<file path="src/rtl/fetch_sequencer.sv">
// Fetch-stage PC owner: issues imem requests, advances PC on accept, buffers redirects behind an outstanding delay-slot fetch.
// Latency: one instruction per cycle with imem_ready=1; stall freezes the PC and parks an accepted fetch in HOLD.
module fetch_sequencer #(
  parameter logic [31:0] RESET_PC = 32'h0000_3000
) (
  input  logic        clk,
  input  logic        reset,
  input  logic        stall,
  input  logic        br_taken,
  input  logic        j_req,
  input  logic        jr_req,
  input  logic [31:0] npc_target,
  input  logic [31:0] jr_target,
  output logic [1:0]  npc_sel,
  output logic [31:0] pc_out,
  output logic        imem_req,
  input  logic        imem_ready,
  output logic        instr_valid,
  output logic        redirect_pending,
  output logic        pc_misalign
);

  typedef enum logic [1:0] {
    S_BOOT  = 2'd0,
    S_FETCH = 2'd1,
    S_HOLD  = 2'd2
  } state_t;

  state_t      r_state;
  logic [31:0] r_pc;
  logic        r_pend;
  logic [31:0] r_pend_tgt;

  logic        w_sample;
  logic        w_redirect;
  logic [31:0] w_redir_tgt;
  logic        w_advance;
  logic [31:0] w_next_pc;

  // Redirects are only seen once the sequencer is live and the F/D stage is not frozen.
  assign w_sample    = reset && !stall && (r_state != S_BOOT);
  assign w_redirect  = w_sample && (jr_req || j_req || br_taken);
  assign w_redir_tgt = jr_req ? jr_target : npc_target;

  assign w_advance = reset && !stall &&
                     (((r_state == S_FETCH) && imem_ready) || (r_state == S_HOLD));

  always_comb begin
    w_next_pc = r_pc + 32'd4;
    if (r_pend) begin
      w_next_pc = r_pend_tgt;
    end else if (w_redirect) begin
      w_next_pc = w_redir_tgt;
    end
  end

  assign npc_sel          = br_taken ? 2'd1 : (j_req ? 2'd2 : 2'd0);
  assign pc_out           = r_pc;
  assign imem_req         = (r_state == S_FETCH);
  assign instr_valid      = w_advance;
  assign redirect_pending = r_pend;
  assign pc_misalign      = |r_pc[1:0];

  always_ff @(posedge clk) begin
    if (!reset) begin
      r_state    <= S_BOOT;
      r_pc       <= RESET_PC;
      r_pend     <= 1'b0;
      r_pend_tgt <= 32'd0;
    end else begin
      case (r_state)
        S_BOOT:  r_state <= S_FETCH;
        S_FETCH: if (imem_ready && stall) r_state <= S_HOLD;
        S_HOLD:  if (!stall) r_state <= S_FETCH;
        default: r_state <= S_BOOT;
      endcase

      // First redirect wins; a second one arriving while buffered is dropped.
      if (w_advance) begin
        r_pc   <= w_next_pc;
        r_pend <= 1'b0;
      end else if (w_redirect && !r_pend) begin
        r_pend     <= 1'b1;
        r_pend_tgt <= w_redir_tgt;
      end
    end
  end

endmodule

</file>
<file path="config.mk">
export PLATFORM = sky130hd
export DESIGN_NAME = fetch_sequencer
export DESIGN_NICKNAME = d
export VERILOG_FILES = /design/src/rtl/fetch_sequencer.sv
export SDC_FILE = /design/constraint.sdc
export NUM_CORES = 1
export LEC_CHECK = 0
export ABC_AREA = 0
export CORE_UTILIZATION = 25
export DETAILED_ROUTE_END_ITERATION = 12
export MAX_ROUTING_LAYER = met4
export PLACE_DENSITY = 0.55
export SETUP_SLACK_MARGIN = 0.1
export SYNTH_ARGS = -nofsm -noshare
export SYNTH_HDL_FRONTEND = slang
export SYNTH_SLANG_ARGS = --single-unit
</file>
<file path="constraint.sdc">
create_clock -name clk -period 2.2 [get_ports clk]
set_input_delay 0.44 -clock clk [delete_from_list [all_inputs] [get_ports clk]]
set_output_delay 0.44 -clock clk [all_outputs]
set_load 0.05 [all_outputs]
</file>
==> impl_metrics.json, run 1 <==
{
  "syn_area_um2": 3860,
  "clk_latency_ns": 0.33,
  "utilization_pct": 39.2,
  "yosysMostFrequentCell": "dfxtp_1",
  "final_cells": 801,
  "gp_congestion": 0.838,
  "slowest_stage": "clkdlybuf4s50_1",
  "async_reset_ff_share_pct": 0,
  "design_area_um2": 5940,
  "cp.arrival_ns": 1.62,
  "leakagePower_uw": 0.00223,
  "cts_tree": "yes",
  "dr.pass1.iters": 5,
  "path_buf_inv": 1,
  "die_y_um": 126,
  "ant_nets": 0,
  "yosys.area.top_type": "dfxtp_1",
  "syn_nets": 538,
  "vias": 4236,
  "grt_overflow": 0,
  "area_growth_pct": 53.8,
  "dp_hpwl_mm": 9.87,
  "criticalPathCategory": "reg2out",
  "n_fill_cell": 1494,
  "drt_iter0_drc": 409,
  "finalHoldViolations": 0,
  "clk_pin_slew_ns": 0.06,
  "rsz0062_at_grt": "no",
  "synthTopCellsByCount": "67 x dfxtp_1, 55 x nor2_1, 32 x mux2i_1",
  "synth-main-ff-cell": "dfxtp_1",
  "setup_viol": 0,
  "path_cells": "clkdlybuf4s50_1",
  "timing.hold.ws_ns": 0.470,
  "cp_top_family": "buffers and inverters",
  "cp_slowest_stage_delay_ns": 0.85,
  "hold_class": "in2reg",
  "core-area_um2": 15100,
  "cts_sinks": 67,
  "numCtsBuffers": 9,
  "grt_max_degree": 35,
  "ys_types": 60,
  "viasPerCell": 5.29,
  "critPathCaptureType": "output pin",
  "die_x_um": 126,
  "cp-start-kind": "flop",
  "fin_crit_sh_pct": 93.6,
  "multiInputGateArea_um2": 2350,
  "maxSlewViolCount": 0,
  "h-tree-depth": 3,
  "power_density_nw_per_um2": 616,
  "die-area_um2": 16000,
  "finalPower_uw": 3660,
  "portBuffers": 108,
  "ir_worst_vdd_uv": 355,
  "synth.area.top_cells": "dfxtp_1 35%, mux2i_1 8.3%, nor2_1 5.3%",
  "max-cap-violations": 0,
  "drive_above_1_share_pct": 20.1,
  "synth_edf_count": 0,
  "syn_avg_cell_area_um2": 8.29,
  "skew_ns": 0.00874,
  "cp_max_fo": 6,
  "drc": 0,
  "wl_per_cell_um": 16.4,
  "placed_cells": 782,
  "initial_core_util_pct": 25.5,
  "root_buffer": "clkbuf_16",
  "io_pins": 109,
  "seq_area_um2": 1360,
  "rows": 45,
  "netlist.area_leader.share_pct": 34.7,
  "syn_inst": 466,
  "nets": 680,
  "min_period_ns": 2.06,
  "gr-usage-all-layers_pct": 17.2,
  "fmax_mhz": 486,
  "clock_path_buffers": 2,
  "slew-limit-headroom_pct": 65.4,
  "ys.warnings.count": 0,
  "n_antenna_cell": 0,
  "crit_required_ns": 1.76,
  "tightestPinTransition_ns": 0.518,
  "status": "complete, no violations",
  "grt_pass1_vias": 4104,
  "yosysSeqAreaShare_pct": 34.7,
  "ys_ff_latch": 67,
  "drt-total-wl_mm": 13.1,
  "placed_area_um2": 5530,
  "grt_first_pass_wirelength_mm": 20.9,
  "antenna_found_initial": 0
}
## cell type report
cell class | instances | area share, %
repair buffers | 170 | 27.2
clock buffers | 9 | 3.79
flip-flops and latches | 67 | 22.9
inverters | 8 | 0.547
clock inverters | 7 | 2.08
well taps | 188 | 3.96
multi-input cells | 352 | 39.5
## path summary, 6_finish.rpt
| kind | from | cells past startpoint | slack, ns | end |
|---|---|---|---|---|
| worst max-delay path | pc_out[24]$_SDFFE_PN0P_ | 1 | 0.14 | pc_out[24] |
| worst min-delay path | stall | 3 | 0.47 | r_state[0]$_SDFFE_PN0P_ |
| worst max register to register | pc_out[3]$_SDFFE_PN0P_ | 7 | 0.21 | pc_out[22]$_SDFFE_PN0P_ |
| worst min register to register | r_pend_tgt[30]$_SDFFE_PN0P_ | 2 | 0.50 | r_pend_tgt[30]$_SDFFE_PN0P_ |
## logic make-up after synthesis
| group | count (synthesis) | share of synthesized area (%) |
|---|---|---|
| xor gates and xnor gates | 1 | 0.227 |
| DFF | 67 | 34.7 |
| AOI/OAI and AO/OA | 143 | 25.9 |
| and+or+nand+nor | 163 | 21.6 |
| muxes | 44 | 11.8 |
| buffers and inverters | 47 | 5.34 |
| adders and majority gates | 1 | 0.324 |
## where the power goes
part	internal, uW	total (uW)	switching [uW]
clock network	1120	1710	588
registers	1250	1290	43.9
logic	321	661	340
## metrics by stage
stage | setup slack [ns] | setup TNS [ns]
after CTS | 0.0971 | 0
after global placement | -0.194 | -4.59
after global routing | 0.100 | 0
final | 0.140 | 0
after floorplan | -0.00222 | -0.00222
after detailed placement | -0.237 | -5.33
## flip-flops by register name, summed over array words and instances, names as in the netlist
| signal | flops |
|---|---|
| r_pend_tgt | 32 |
| r_state | 2 |
| pc_out | 32 |
| redirect_pending | 1 |
## per-layer routing
metal | wire (um) | vias up | GRT usage (%)
met3 | 640 | 28 | 3.21
met1 | 5900 | 1992 | 20.8
met5 | 0 | - | -
li1 | - | 2057 | -
met4 | 277 | 0 | 5.39
met2 | 6290 | 159 | 28.9
## placed cells by master (no fill, tap or decap), types with 4 or more instances in the layout
cell             synthesis  routed
clkdlybuf4s50_1          0      95
buf_4                    3      60
nor2_1                  55      55
dfxtp_1                 67      53
mux2i_1                 32      32
a21oi_1                 26      26
nand2_1                 24      24
a211oi_1                24      24
nor3_1                  19      19
o21ai_0                 16      16
nand3_1                 14      14
dfxtp_2                  0      14
mux2_2                  12      12
a221oi_1                11      11
o21ai_1                  9       9
clkbuf_16                0       9
and3_1                   9       8
inv_1                    7       7
nand4_1                  7       7
nor4_1                   7       6
buf_12                   0       6
a21o_1                   5       5
and4_1                   5       5
or3_1                    5       5
a221o_1                  5       5
dlymetal6s2s_1           0       5
o22ai_1                  4       4
o21a_1                   4       4
a31oi_1                  4       4
o2bb2ai_1                4       4
## timing repair
| action | CTS | global route |
|---|---|---|
| buffers inserted | 1 | 2 |
| cloned | 0 | 0 |
| endpoints found under the setup margin | 2 | 7 |
| resized for setup | 4 | 10 |
| hold buffers | 0 | 0 |
| pin swaps | 0 | 1 |
Note: power is estimated with default switching activity, not from simulation.
==> run 2: changes to the inputs <==
Settings changed: CTS_CLUSTER_SIZE set to 8, SLEW_MARGIN set to 20.
==> results of run 2 <==
The final DEF is identical to that of run 1; final timing and power are the same.
==> run 3: changes to the inputs <==
Settings changed: CTS_CLUSTER_DIAMETER set to 30, PLACE_DENSITY 0.55 to 0.53.
Clock period 2.2 ns to 2.59 ns, I/O delays scaled along.
==> run 3 against run 2 <==
Final cell count decreased by 3.6%. Sequential share of layout area increased by 0.97 points. Clock skew decreased by 0.0031 ns. Routed wire length increased by 1.1%. Non-clock buffer count decreased by 29. Die area unchanged. Count of clock-buffer cells in the layout increased by 2. Clock power decreased by 25%. Total power decreased by 20%. Largest power group unchanged. Flip-flop and latch count unchanged.
==> impl_metrics.json, run 3 (synthesized netlist as in run 1, its figures left out) <==
{
  "criticalPathCategory": "reg2reg",
  "cts_tree": "yes",
  "status": "complete, no violations",
  "postCtsSetupRepairBufs": 0,
  "power_density_nw_per_um2": 518,
  "utilization_pct": 37.1,
  "vias": 4138,
  "grt_overflow": 0,
  "drt_iter0_drc": 260,
  "n_antenna_cell": 0,
  "clk_latency_ns": 0.32,
  "drc": 0,
  "power.internal_uw": 2150,
  "numCtsBuffers": 9,
  "final_common_cell": "clkdlybuf4s50_1",
  "combPwrFrac_pct": 18.4,
  "h-tree-depth": 3,
  "critPathCaptureType": "flop",
  "gp_congestion": 0.836,
  "hold_class": "reg2reg",
  "ir_worst_vdd_uv": 290,
  "cp-start-kind": "flop",
  "clk_pin_slew_ns": 0.06,
  "area_growth_pct": 45.7,
  "rows": 45,
  "ctsHoldBuffers": 0,
  "die_y_um": 126,
  "ant_nets": 0,
  "fin_crit_sh_pct": 90.1,
  "dr.pass1.iters": 5,
  "slew-limit-headroom_pct": 58.7,
  "ctsResizeCount": 0,
  "core-area_um2": 15100,
  "skew_ns": 0.00563,
  "fmax_mhz": 429,
  "root_buffer": "clkbuf_16",
  "clock_path_buffers": 2,
  "portBuffers": 108,
  "maxSlewViolCount": 0,
  "switching_share_pct": 26.3,
  "nets": 651,
  "cp_max_fo": 6,
  "grt_pass1_vias": 4163,
  "n_fill_cell": 1552,
  "drt-total-wl_mm": 13.2,
  "wl_per_cell_um": 17.2,
  "power_switching_uw": 766,
  "setup_viol": 0,
  "io_pins": 109,
  "min_period_ns": 2.33,
  "viasPerCell": 5.36,
  "leakagePower_uw": 0.00197,
  "rsz0062_at_grt": "no",
  "antenna_found_initial": 0,
  "dp_hpwl_mm": 10.0,
  "tightestPinTransition_ns": 0.617,
  "clockPowerShare_pct": 44.0,
  "max-cap-violations": 0,
  "drive_above_1_share_pct": 12.7,
  "p_seq_share_pct": 37.7,
  "die_x_um": 126,
  "cp.arrival_ns": 2.55,
  "mostFrequentLayoutCells": "103 x clkdlybuf4s50_1, 67 x dfxtp_1, 55 x nor2_1",
  "gr-usage-all-layers_pct": 17.5,
  "initial_core_util_pct": 25.5,
  "cts_sinks": 67,
  "tns_ns": 0,
  "crit_required_ns": 2.81,
  "die-area_um2": 16000,
  "grt_max_degree": 38,
  "grt_first_pass_wirelength_mm": 21.5,
  "finalHoldViolations": 0
}
[run 3: cell types whose count changed in the layout (fill, tap and decap cells not counted), sizes merged]
cell / change
bufinv: -1
buf: -30
clkdlybuf4s50: +8
inv: -2
clkbuf: +2
dlymetal6s2s: -5
dlygate4sd2: -2
clkinv: +1
[run 3: power groups by stage]
stage / sequential [uW] / combinational (uW) / clock, uW
CTS: 1100 / 539 / 1310
floorplan: 1170 / 225 / 0
global route: 1100 / 577 / 1360
finish: 1100 / 535 / 1280
detailed placement: 1120 / 538 / 0
global placement: 1120 / 527 / 0
[run 3: through the flow]
step	cells	total power, uW	worst slack [ns]	area [um2]	hold slack [ns]
final	772	2920	0.257	5630	0.493
after global routing	772	3040	0.163	5630	0.517
after CTS	772	2950	0.296	5630	0.500
after detailed placement	756	1660	0.0636	5320	0.486
after global placement	756	1650	0.112	5320	0.476
after floorplan	466	1400	0.152	3860	0.460
[run 3: worst max-delay path: stages (launching register included)]
cell and delay (ns):
dfxtp_1 0.43, ha_1 0.25, nand3_1 0.21, or4_1 0.56
nor4_1 0.41, o22ai_1 0.18, a21o_1 0.19
[run 3: path summary, 6_finish.rpt]
check | start | to | slack, ns | cells past startpoint
max | pc_out[3]$_SDFFE_PN0P_ | pc_out[30]$_SDFFE_PN0P_ | 0.26 | 6
min | r_pend_tgt[30]$_SDFFE_PN0P_ | r_pend_tgt[30]$_SDFFE_PN0P_ | 0.49 | 2
max reg2reg | pc_out[3]$_SDFFE_PN0P_ | pc_out[30]$_SDFFE_PN0P_ | 0.26 | 6
min reg2reg | r_pend_tgt[30]$_SDFFE_PN0P_ | r_pend_tgt[30]$_SDFFE_PN0P_ | 0.49 | 2
[run 3: final cells by class]
type	count	area, um2	area share [%]
clock inverters	5	77.6	1.38
inverters	8	30.0	0.534
repair buffers	141	1390	24.7
multi-input cells	352	2320	41.2
well taps	188	235	4.18
clock buffers	11	233	4.14
flip-flops and latches	67	1340	23.8
[run 3: metal layers]
layer  part of all wire [%]  track usage, %
met5                      0               -
met4                    1.5            4.54
met3                    5.5            3.42
met2                     49            29.7
met1                     44            21.2
